`config.mk`:
```
export PLATFORM = sky130hd
export DESIGN_NAME = rom_reader
export DESIGN_NICKNAME = d
export VERILOG_FILES = /design/src/rtl/rom_reader.sv
export SDC_FILE = /design/constraint.sdc
export NUM_CORES = 1
export LEC_CHECK = 0
export CAP_MARGIN = 20
export CORE_ASPECT_RATIO = 1.4
export CORE_UTILIZATION = 40
export CTS_BUF_LIST = sky130_fd_sc_hd__clkbuf_4 sky130_fd_sc_hd__clkbuf_8
export DETAILED_ROUTE_END_ITERATION = 8
export PLACE_DENSITY_LB_ADDON = 0.12
export SKIP_LAST_GASP = 1
export SLEW_MARGIN = 30
export SYNTH_ARGS = -nofsm -noshare
export SYNTH_HDL_FRONTEND = slang
export SYNTH_SLANG_ARGS = --single-unit
export TNS_END_PERCENT = 20
```
`constraint.sdc`:
```
create_clock -name clk -period 2.5 [get_ports clk]
set_input_delay 0.25 -clock clk [delete_from_list [all_inputs] [get_ports clk]]
set_output_delay 0.25 -clock clk [all_outputs]
set_load 0.005 [all_outputs]
```
`src/rtl/rom_reader.sv`:
```
// rom_reader: sequential read initiator for a 1024 x 32 ROM core.
// On start it walks a contiguous (wrapping) address range. For each word it
// holds cs_o/adr_o for RD_LAT cycles, captures d_i, and offers the word on
// a valid/ready stream. done_o pulses once when the burst completes.
// Optional running checksum on chk_o is enabled by defining the macro
// ROM_READER_CHKSUM_EN; without it chk_o is a constant zero.

module rom_reader #(
    parameter int AW     = 10,
    parameter int DW     = 32,
    parameter int RD_LAT = 1
) (
    input  logic          clk,
    input  logic          rst_n,
    input  logic          start_i,
    input  logic [AW-1:0] base_adr_i,
    input  logic [AW:0]   len_i,
    output logic [AW-1:0] adr_o,
    output logic          cs_o,
    input  logic [DW-1:0] d_i,
    output logic [DW-1:0] data_o,
    output logic          valid_o,
    input  logic          ready_i,
    output logic          busy_o,
    output logic          done_o,
    output logic [DW-1:0] chk_o
);

    typedef enum logic [1:0] {
        IDLE,
        RD,
        HOLD,
        FIN
    } state_t;

    // The latency counter is 3 bits wide so RD_LAT up to 4 fits (0..3).
    localparam logic [2:0]    LAT_LAST = 3'(RD_LAT - 1);
    localparam logic [AW-1:0] ADR_ONE  = 1;
    localparam logic [AW:0]   REM_ONE  = 1;

    state_t        state;
    logic [AW:0]   remaining;
    logic [2:0]    lat_cnt;
    logic          handshake;

    assign handshake = valid_o & ready_i;

    // Burst sequencer: adr_o doubles as the current address register and
    // keeps its last value whenever cs_o is low.
    always_ff @(posedge clk) begin
        if (!rst_n) begin
            state     <= IDLE;
            adr_o     <= '0;
            cs_o      <= 1'b0;
            data_o    <= '0;
            valid_o   <= 1'b0;
            busy_o    <= 1'b0;
            done_o    <= 1'b0;
            remaining <= '0;
            lat_cnt   <= '0;
        end else begin
            done_o <= 1'b0;
            case (state)
                IDLE: begin
                    if (start_i) begin
                        busy_o <= 1'b1;
                        if (len_i != '0) begin
                            adr_o     <= base_adr_i;
                            remaining <= len_i;
                            lat_cnt   <= '0;
                            cs_o      <= 1'b1;
                            state     <= RD;
                        end else begin
                            done_o <= 1'b1;
                            state  <= FIN;
                        end
                    end
                end
                RD: begin
                    if (lat_cnt == LAT_LAST) begin
                        data_o  <= d_i;
                        valid_o <= 1'b1;
                        cs_o    <= 1'b0;
                        state   <= HOLD;
                    end else begin
                        lat_cnt <= lat_cnt + 3'd1;
                    end
                end
                HOLD: begin
                    if (handshake) begin
                        valid_o   <= 1'b0;
                        remaining <= remaining - REM_ONE;
                        if (remaining == REM_ONE) begin
                            done_o <= 1'b1;
                            state  <= FIN;
                        end else begin
                            adr_o   <= adr_o + ADR_ONE;
                            cs_o    <= 1'b1;
                            lat_cnt <= '0;
                            state   <= RD;
                        end
                    end
                end
                FIN: begin
                    busy_o <= 1'b0;
                    state  <= IDLE;
                end
                default: begin
                    state <= IDLE;
                end
            endcase
        end
    end

`ifdef ROM_READER_CHKSUM_EN
    logic [DW-1:0] chk_q;

    // Running sum of every accepted word, cleared when a new burst is accepted.
    always_ff @(posedge clk) begin
        if (!rst_n) begin
            chk_q <= '0;
        end else if (state == IDLE && start_i) begin
            chk_q <= '0;
        end else if (state == HOLD && handshake) begin
            chk_q <= chk_q + data_o;
        end
    end

    assign chk_o = chk_q;
`else
    assign chk_o = '0;
`endif

endmodule

```
### Yosys cells after proc, flatten, opt, wreduce, memory -nomap -nowiden

Cells that the tools add are included.
W data, S select, Z words.

* add/sub/neg operators: 3
* eq/ne operators: 10
* mux-type cells: 37
* bitwise operators: 1
* reduce and logical (&&, ||, !) cells: 15

Operator list (number)
* $mux W10: 4
* $mux W11: 3
* $pmux W11 S2: 1
* $pmux W10 S2: 1
* $mux W3: 5
* $mux W1: 12
* $ne A2 B2 Y1 const B: 6
* $reduce_and A6 Y1: 2
* $eq A11 B1 Y1 const B: 1
* $reduce_bool A11 Y1: 1
* $sub A11 B1 Y11 const B: 1
* $add A10 B1 Y10 const B: 1
* $mux W2: 5
* $pmux W3 S3: 1
* $pmux W2 S4: 1
* $pmux W1 S2: 3
* $reduce_and A3 Y1: 2
* $reduce_bool A2 Y1: 3
* $reduce_and A5 Y1: 1
* $eq A2 B2 Y1 const B: 2
* $reduce_and A2 Y1: 2
* $reduce_and A4 Y1: 1
* $add A3 B1 Y3 const B: 1
* $logic_not A3 Y1: 1
* other kinds (5): 5

* register bits: 62
* word-level logic and storage cells: 75

### Longest topological paths before layout

Gate-level depths: netlist of run 1.

* depth after elaboration: 4
* gate-level depth with buffers: 8
* mapped depth without buffers: 7

### Worst setup path after synthesis of run 1

No wires, ideal clock.

* kind: register to register
* start: reg state[1]
* end: reg lat_cnt[2]
* library setup time: 74 ps
* arrival: 1716 ps
* data required time: 2426 ps
* path slack: 710 ps
* stages on the path, launching flop included: 8
* path buffers: 2
* period minus slack after synthesis: 1790 ps
* cells stage by stage: dfxtp_1 -> buf_6 -> nor4_4 -> nand3_2 -> and2_4 -> buf_6 -> or4_1 -> a31oi_1

* cells in the longest elaborated chain, start to end: 3
* elaborated cells on any way between the ends: 11
* those cells by class: 7 x eq/ne; 1 x mux; 3 x reduce/logical

RTL lines
* start, declared: line 41 `state_t state;`
* start signal, assigned: line 52 `state <= IDLE;`
* start signal, assigned: line 72 `state <= RD;`
* start signal, assigned: line 75 `state <= FIN;`
* $eq A2 B1 Y1 (tied with other cells): line 63 `case (state)`
* $ne A2 B2 Y1 (no line) or $reduce_bool A3 Y1 (tied branches)
* $reduce_and A6 Y1 (no line)
* end signal, assigned: line 86 `lat_cnt <= lat_cnt + 3'd1;`
* end, declared: line 43 `logic [2:0] lat_cnt;`

Several ways; a longest one is shown, not always the timed one.
A chain may end at the register's enable or synchronous reset.

### Final worst setup path of run 1

* start: reg remaining[4]
* end: reg adr_o[0]

* cells in the longest elaborated chain, start to end: 3

RTL lines
* start, declared: line 42 `logic [AW:0] remaining;`
* start signal, assigned: line 69 `remaining <= len_i;`
* start signal, assigned: line 92 `remaining <= remaining - REM_ONE;`
* $eq A11 B1 Y1: line 93 `if (remaining == REM_ONE) begin`
* $ne A2 B2 Y1 (no line)
* $reduce_and A5 Y1 (no line)
* end signal, assigned: line 68 `adr_o <= base_adr_i;`
* end signal, assigned: line 97 `adr_o <= adr_o + ADR_ONE;`
* end, declared: line 18 `output logic [AW-1:0] adr_o,`

No other way between the ends.

==> metrics, run 1 <==
Req. time, crit path=2.72 ns; met3 Resource Use GR=0.05339; dpl hpwl=5677 microns; final setup violation count=0; number of global-route vias before repair=2858; Skew-Pair Late Insertion Delay=0.34 ns; Worst Reg2Reg Path Length in Cells=5; Site Rows=38; TritonCTS Buffers=9; Pins Over Slew Limit=0; final instance area=4367 sq um; Post-Synth XOR/XNOR Area=0; layout cell share with drive strength beyond 1=0.07602; critical path peak fanout=21; Area growth, synth to finish=36.38%; Synth Area per Inst=7.753 sq um; max cap viols=0; CTS root buf=clkbuf_8; pin count of the biggest net entering global routing=26; Fin. Hold Viols=0; TNS Setup=0 ns; ant diodes=0; IO Port Bufs=102; Initial Util=0.4131; main combinational cell family by area after synthesis=simple AND/OR/NAND/NOR gates; peak supply drop=390.8 uV; Die Y=107.9 microns; met2 GRT Util=0.3325; cell type with the largest total area after synthesis=dfxtp_1; H-tree depth=3; status=complete, no violations; Hold Path End=data_o[30]; min cycle time layout=2.121 ns; Worst-Margin Slew=0.5481 ns; hold path depth=2; post-synth top area share=0.3877; total number of vias=3090; full die area=8372 sq um; Post-CTS Setup Inserts=0; WL/cell=12.83 microns; grt ovf=0; Synth Register Bits=62; commonest cells after routing, fill and taps aside=clkdlybuf4s50_1, nand2_1, a21oi_1; Post-synth ARST share=0; Total GRT Usage=0.1923; Fill cells=767; startpoint types=flip-flop; clock skew=0.01109 ns; TritonCTS clock tree=yes; clk slew on worst S/H paths=0.07 ns; sequential share of the synthesized area=0.3877; placer congestion estimate=0.7828; EDFF count, synth=0; commonest non-fill, non-tap cell in the layout=clkdlybuf4s50_1; Ports=135; chip width=77.62 microns; Hold Crit Start=data_o[30]; Leakage=1.599 nW; Synth Area in Simple Gates=0.2540; highest clock rate=0.4716 GHz; clk sink count=62; Distinct cells, synth=53; synth warn=0; Tightest Hold Check Type=reg2reg; Reg-to-Reg End=adr_o[0]; Power Total=2.454 mW; CTS Buffer Depth=2; nets=570; Placed Area=4192 sq um; Syn Inst Count=413; Routed Antenna Nets=0; Syn Std Cell Area=3202 sq um; Tcrit/Tclk final=0.8483; drt total wl=7866 microns; grt peak-use layer=met2; initial antenna violation count=0; met1 GRT Util=0.2158; DRC Markers=0; crit path DAT=2.34 ns; complex-gate fraction of the synthesized area=0.2126; Synth Flop Type=dfxtp_1; # hold bufs at CTS=0; Placeable Area=7750 sq um; R2R setup slack=0.38 ns; power per cell area=562.1 nW/um^2; first-pass GRT wire length=12850 microns; Synth Area in Adders=0.01954; mux cell area share after synthesis=0; Initial DRC Count=146; Setup crit end kind=flip-flop; Via density=5.041; DRT Pass-1 Iters=4; synth top area cells=dfxtp_1, nand2_1, a21oi_1; crit path kind=reg2reg; RSZ-0062 raised after global routing=no; Slew headroom=0.6342; Post-CTS Resized=0; reg2reg start=remaining[4]
## flip-flops by register name, summed over array words and instances (netlist names)
name       cells
lat_cnt        3
done_o         1
state          2
valid_o        1
adr_o         10
busy_o         1
data_o        32
cs_o           1
remaining     11
## report_power, final
group | switching, mW | internal (mW)
clock network | 0.383 | 0.404
logic | 0.266 | 0.283
registers | 0.0620 | 1.06
## cell usage after synthesis (5+ instances only)
cell / count
nand2_1: 91
a21oi_1: 65
dfxtp_1: 62
buf_4: 33
nor2_1: 26
clkbuf_1: 22
o21ai_0: 9
inv_1: 7
nor3_1: 7
o21a_1: 6
ha_1: 5
o32ai_1: 5
## how the worst max path moves through the flow
stage                  to  cells past startpoint  slack, ns          from
2_1_floorplan  lat_cnt[2]                      7       0.71      state[1]
3_3_place_gp   lat_cnt[2]                      6       0.33      len_i[2]
3_5_place_dp   lat_cnt[2]                      6       0.29      len_i[2]
4_1_cts          adr_o[0]                      5       0.37  remaining[4]
5_1_grt          adr_o[0]                      5       0.26  remaining[4]
6_report         adr_o[0]                      5       0.38  remaining[4]
## stage by stage
stage          utilization  setup WS [ns]  hold slack (ns)  std cells
6_report            0.5634         0.3794           0.4534        613
4_1_cts             0.5634         0.3709           0.4391        613
5_1_grt             0.5634         0.2612           0.4557        613
2_1_floorplan            -         0.7098           0.3860        444
3_5_place_dp        0.5408         0.2941           0.4472        597
3_3_place_gp        0.5408         0.3265           0.4405        597
## cell type report
class | count | area [sq um] | area share
clock inverters | 4 | 22.52 | 0.005158
multi-input cells | 315 | 1683 | 0.3854
well taps | 100 | 125.1 | 0.02865
repair buffers | 113 | 1116 | 0.2556
inverters | 7 | 26.28 | 0.006017
flip-flops and latches | 62 | 1241 | 0.2842
clock buffers | 12 | 152.6 | 0.03496
## logic make-up (layout without fill, tap and decap cells)
logic type               count (synthesis)  count (layout)
AND/OR/NAND/NOR                        164             164
flip-flops                              62              62
AO/OA/AOI/OAI                          114             114
buffers and inverters                   67             136
adder cells (fa/ha/maj)                  5               5
other                                    1              32
## critical path: stages (launching register included)
cell     delay [ns]
dfxtp_1        0.36
or4_1          0.71
nor4_4         0.29
or3b_4         0.33
nor2_1         0.08
o221a_1        0.23
## metal layers
metal  vias up  wire length [microns]  part of all wire
li1       1555                      -                 -
met1      1419                   3219              0.41
met2       105                   3902              0.50
met3        11                    600             0.076
met4         0                    144             0.018
met5         -                      0                 0
Power figures use the tool's default switching activity.
==> run 2: changes to the inputs <==
- clock period: 2.5 -> 1.7 ns (I/O delays scaled with it)
==> run 2 against run 1 <==
The flow now finishes with violations (negative setup slack). Final area is 13% higher. Combinational power is 99% higher. Sequential power is 46% higher. Clock power is 49% higher. Die area stayed put. Highest routed layer unchanged.
==> metrics, run 2 (synthesis results as in run 1) <==
placer congestion estimate=0.8599 (+9.8%); crit path DAT=2.06 ns (-0.28 ns); Tightest Hold Check Type=in2reg; crit path cell chain=inv_2, ha_4, or3b_4, buf_6, nor4_4, o32ai_1, a221oi_1; clk slew on worst S/H paths=0.07 ns (about the same); total number of vias=3332 (+7.8%); Via density=5.026 (-0.30%); power per cell area=789.6 nW/um^2 (+40%); Total GRT Usage=0.2214 (+0.02909); Skew-Pair Late Insertion Delay=0.35 ns (about the same); pin count of the biggest net entering global routing=41 (+58%); TNS Setup=-0.9489 ns (-0.9489 ns); Ports=135 (unchanged); number of global-route vias before repair=3219 (+13%); Area growth, synth to finish=53.89%; Largest regs=data_o x32, remaining x11, adr_o x10; drt total wl=8851 microns (+13%); ant diodes=0 (unchanged); Power Total=3.891 mW (+59%); clock skew=0.006066 ns (-0.005024 ns); H-tree depth=3 (unchanged); Place WS=-0.4243 ns (-0.7184 ns); Largest stage delay, worst path=0.40 ns (-0.31 ns); violated checks=negative setup slack; Setup crit end kind=flip-flop; TritonCTS Buffers=9 (unchanged); Leakage=1.892 nW (+18%); peak supply drop=609.1 uV (+56%); commonest non-fill, non-tap cell in the layout=clkdlybuf4s50_1; Multi-input gate area=1818 sq um (+8.0%); CTS Buffer Depth=2 (unchanged); PnR worst setup slack=-0.1074 ns (-0.4868 ns); Tcrit/Tclk final=1.063 (+0.2149); grt ovf=0 (unchanged); WL/cell=13.35 microns (+4.0%); Placed Area=4583 sq um (+9.3%); Site Rows=38 (unchanged); Placeable Area=7750 sq um (unchanged); min cycle time layout=1.807 ns (-0.3132 ns); highest clock rate=0.5533 GHz (+17%); startpoint types=flip-flop; # hold bufs at CTS=0 (unchanged); max FFs per register=32 (unchanged); Initial DRC Count=154 (+5.5%); chip width=77.62 microns (unchanged); nets=620 (+8.8%); Req. time, crit path=1.95 ns (-0.77 ns); CTS root buf=clkbuf_8; Fin. Hold Viols=0 (unchanged); max cap viols=0 (unchanged); full die area=8372 sq um (unchanged); Initial Util=0.4131 (unchanged); Most flops, register=data_o; Worst Reg2Reg Path Length in Cells=7 (+2); Reg area=1249 sq um (+0.61%); Pins Over Slew Limit=0 (unchanged); DRT Pass-1 Iters=4 (unchanged); layout cell share with drive strength beyond 1=0.1936 (+0.1176); DRC Markers=0 (unchanged); Fill cells=719 (-6.3%); initial antenna violation count=0 (unchanged); dpl hpwl=6133 microns (+8.0%); first-pass GRT wire length=14470 microns (+13%); Routed Antenna Nets=0 (unchanged); IO Port Bufs=102 (unchanged); clk sink count=62 (unchanged); TritonCTS clock tree=yes; critical path peak fanout=4 (-81%); hold_ws=0.3617 ns (-0.09177 ns); final instance area=4927 sq um (+13%); Post-Layout Cell Count=663 (+8.2%); hold path depth=3 (+1); commonest cells after routing, fill and taps aside=clkdlybuf4s50_1, nand2_1, a21oi_1; dpl cells=642 (+7.5%); final core occ=0.6358 (+0.07233); Die Y=107.9 microns (unchanged); final setup violation count=21 (+21); RSZ-0062 raised after global routing=yes; CP max stage cell=or3b_4; status=finished with violations; crit path kind=reg2reg
[run 2: critical path, delay by kind of cell, from the launching register on]
kind            cells  cell delay (ns)
buf+inv             2             0.20
flops               1             0.33
fa+ha+maj           1             0.11
compound gates      2             0.37
simple gates        2             0.70
[run 2: cell type report]
cell class	count	area share
clock buffers	12	0.03098
clock inverters	4	0.004571
inverters	7	0.005333
multi-input cells	318	0.3690
flip-flops and latches	62	0.2534
well taps	100	0.02539
repair buffers	160	0.3113
[run 2: where the power goes]
part           total [mW]  switching [mW]  internal, mW
clock network        1.17           0.581         0.593
registers            1.63          0.0702          1.56
logic                1.09           0.493         0.598
[run 2: what timing repair did]
item / 4_1_cts / 5_1_grt
setup buffers: 0 / 2
resized for setup: 14 / 21
gates cloned: 2 / 1
pin swaps: 6 / 10
setup endpoints to repair: 24 / 58
[run 2: routing by layer]
| layer | track usage | up-vias | wire length (microns) |
|---|---|---|---|
| li1 | - | 1654 | - |
| met1 | 0.2325 | 1535 | 3426 |
| met2 | 0.3925 | 122 | 4525 |
| met3 | 0.06780 | 21 | 625 |
| met4 | 0.1173 | 0 | 272 |
| met5 | 0 | - | 0 |
[run 2: final timing paths]
kind	start	endpoint	slack [ns]
setup / recovery	remaining[1]	state[1]	-0.11
hold / removal	d_i[27]	data_o[27]	0.36
setup reg to reg	remaining[1]	state[1]	-0.11
hold reg to reg	data_o[14]	data_o[14]	0.45
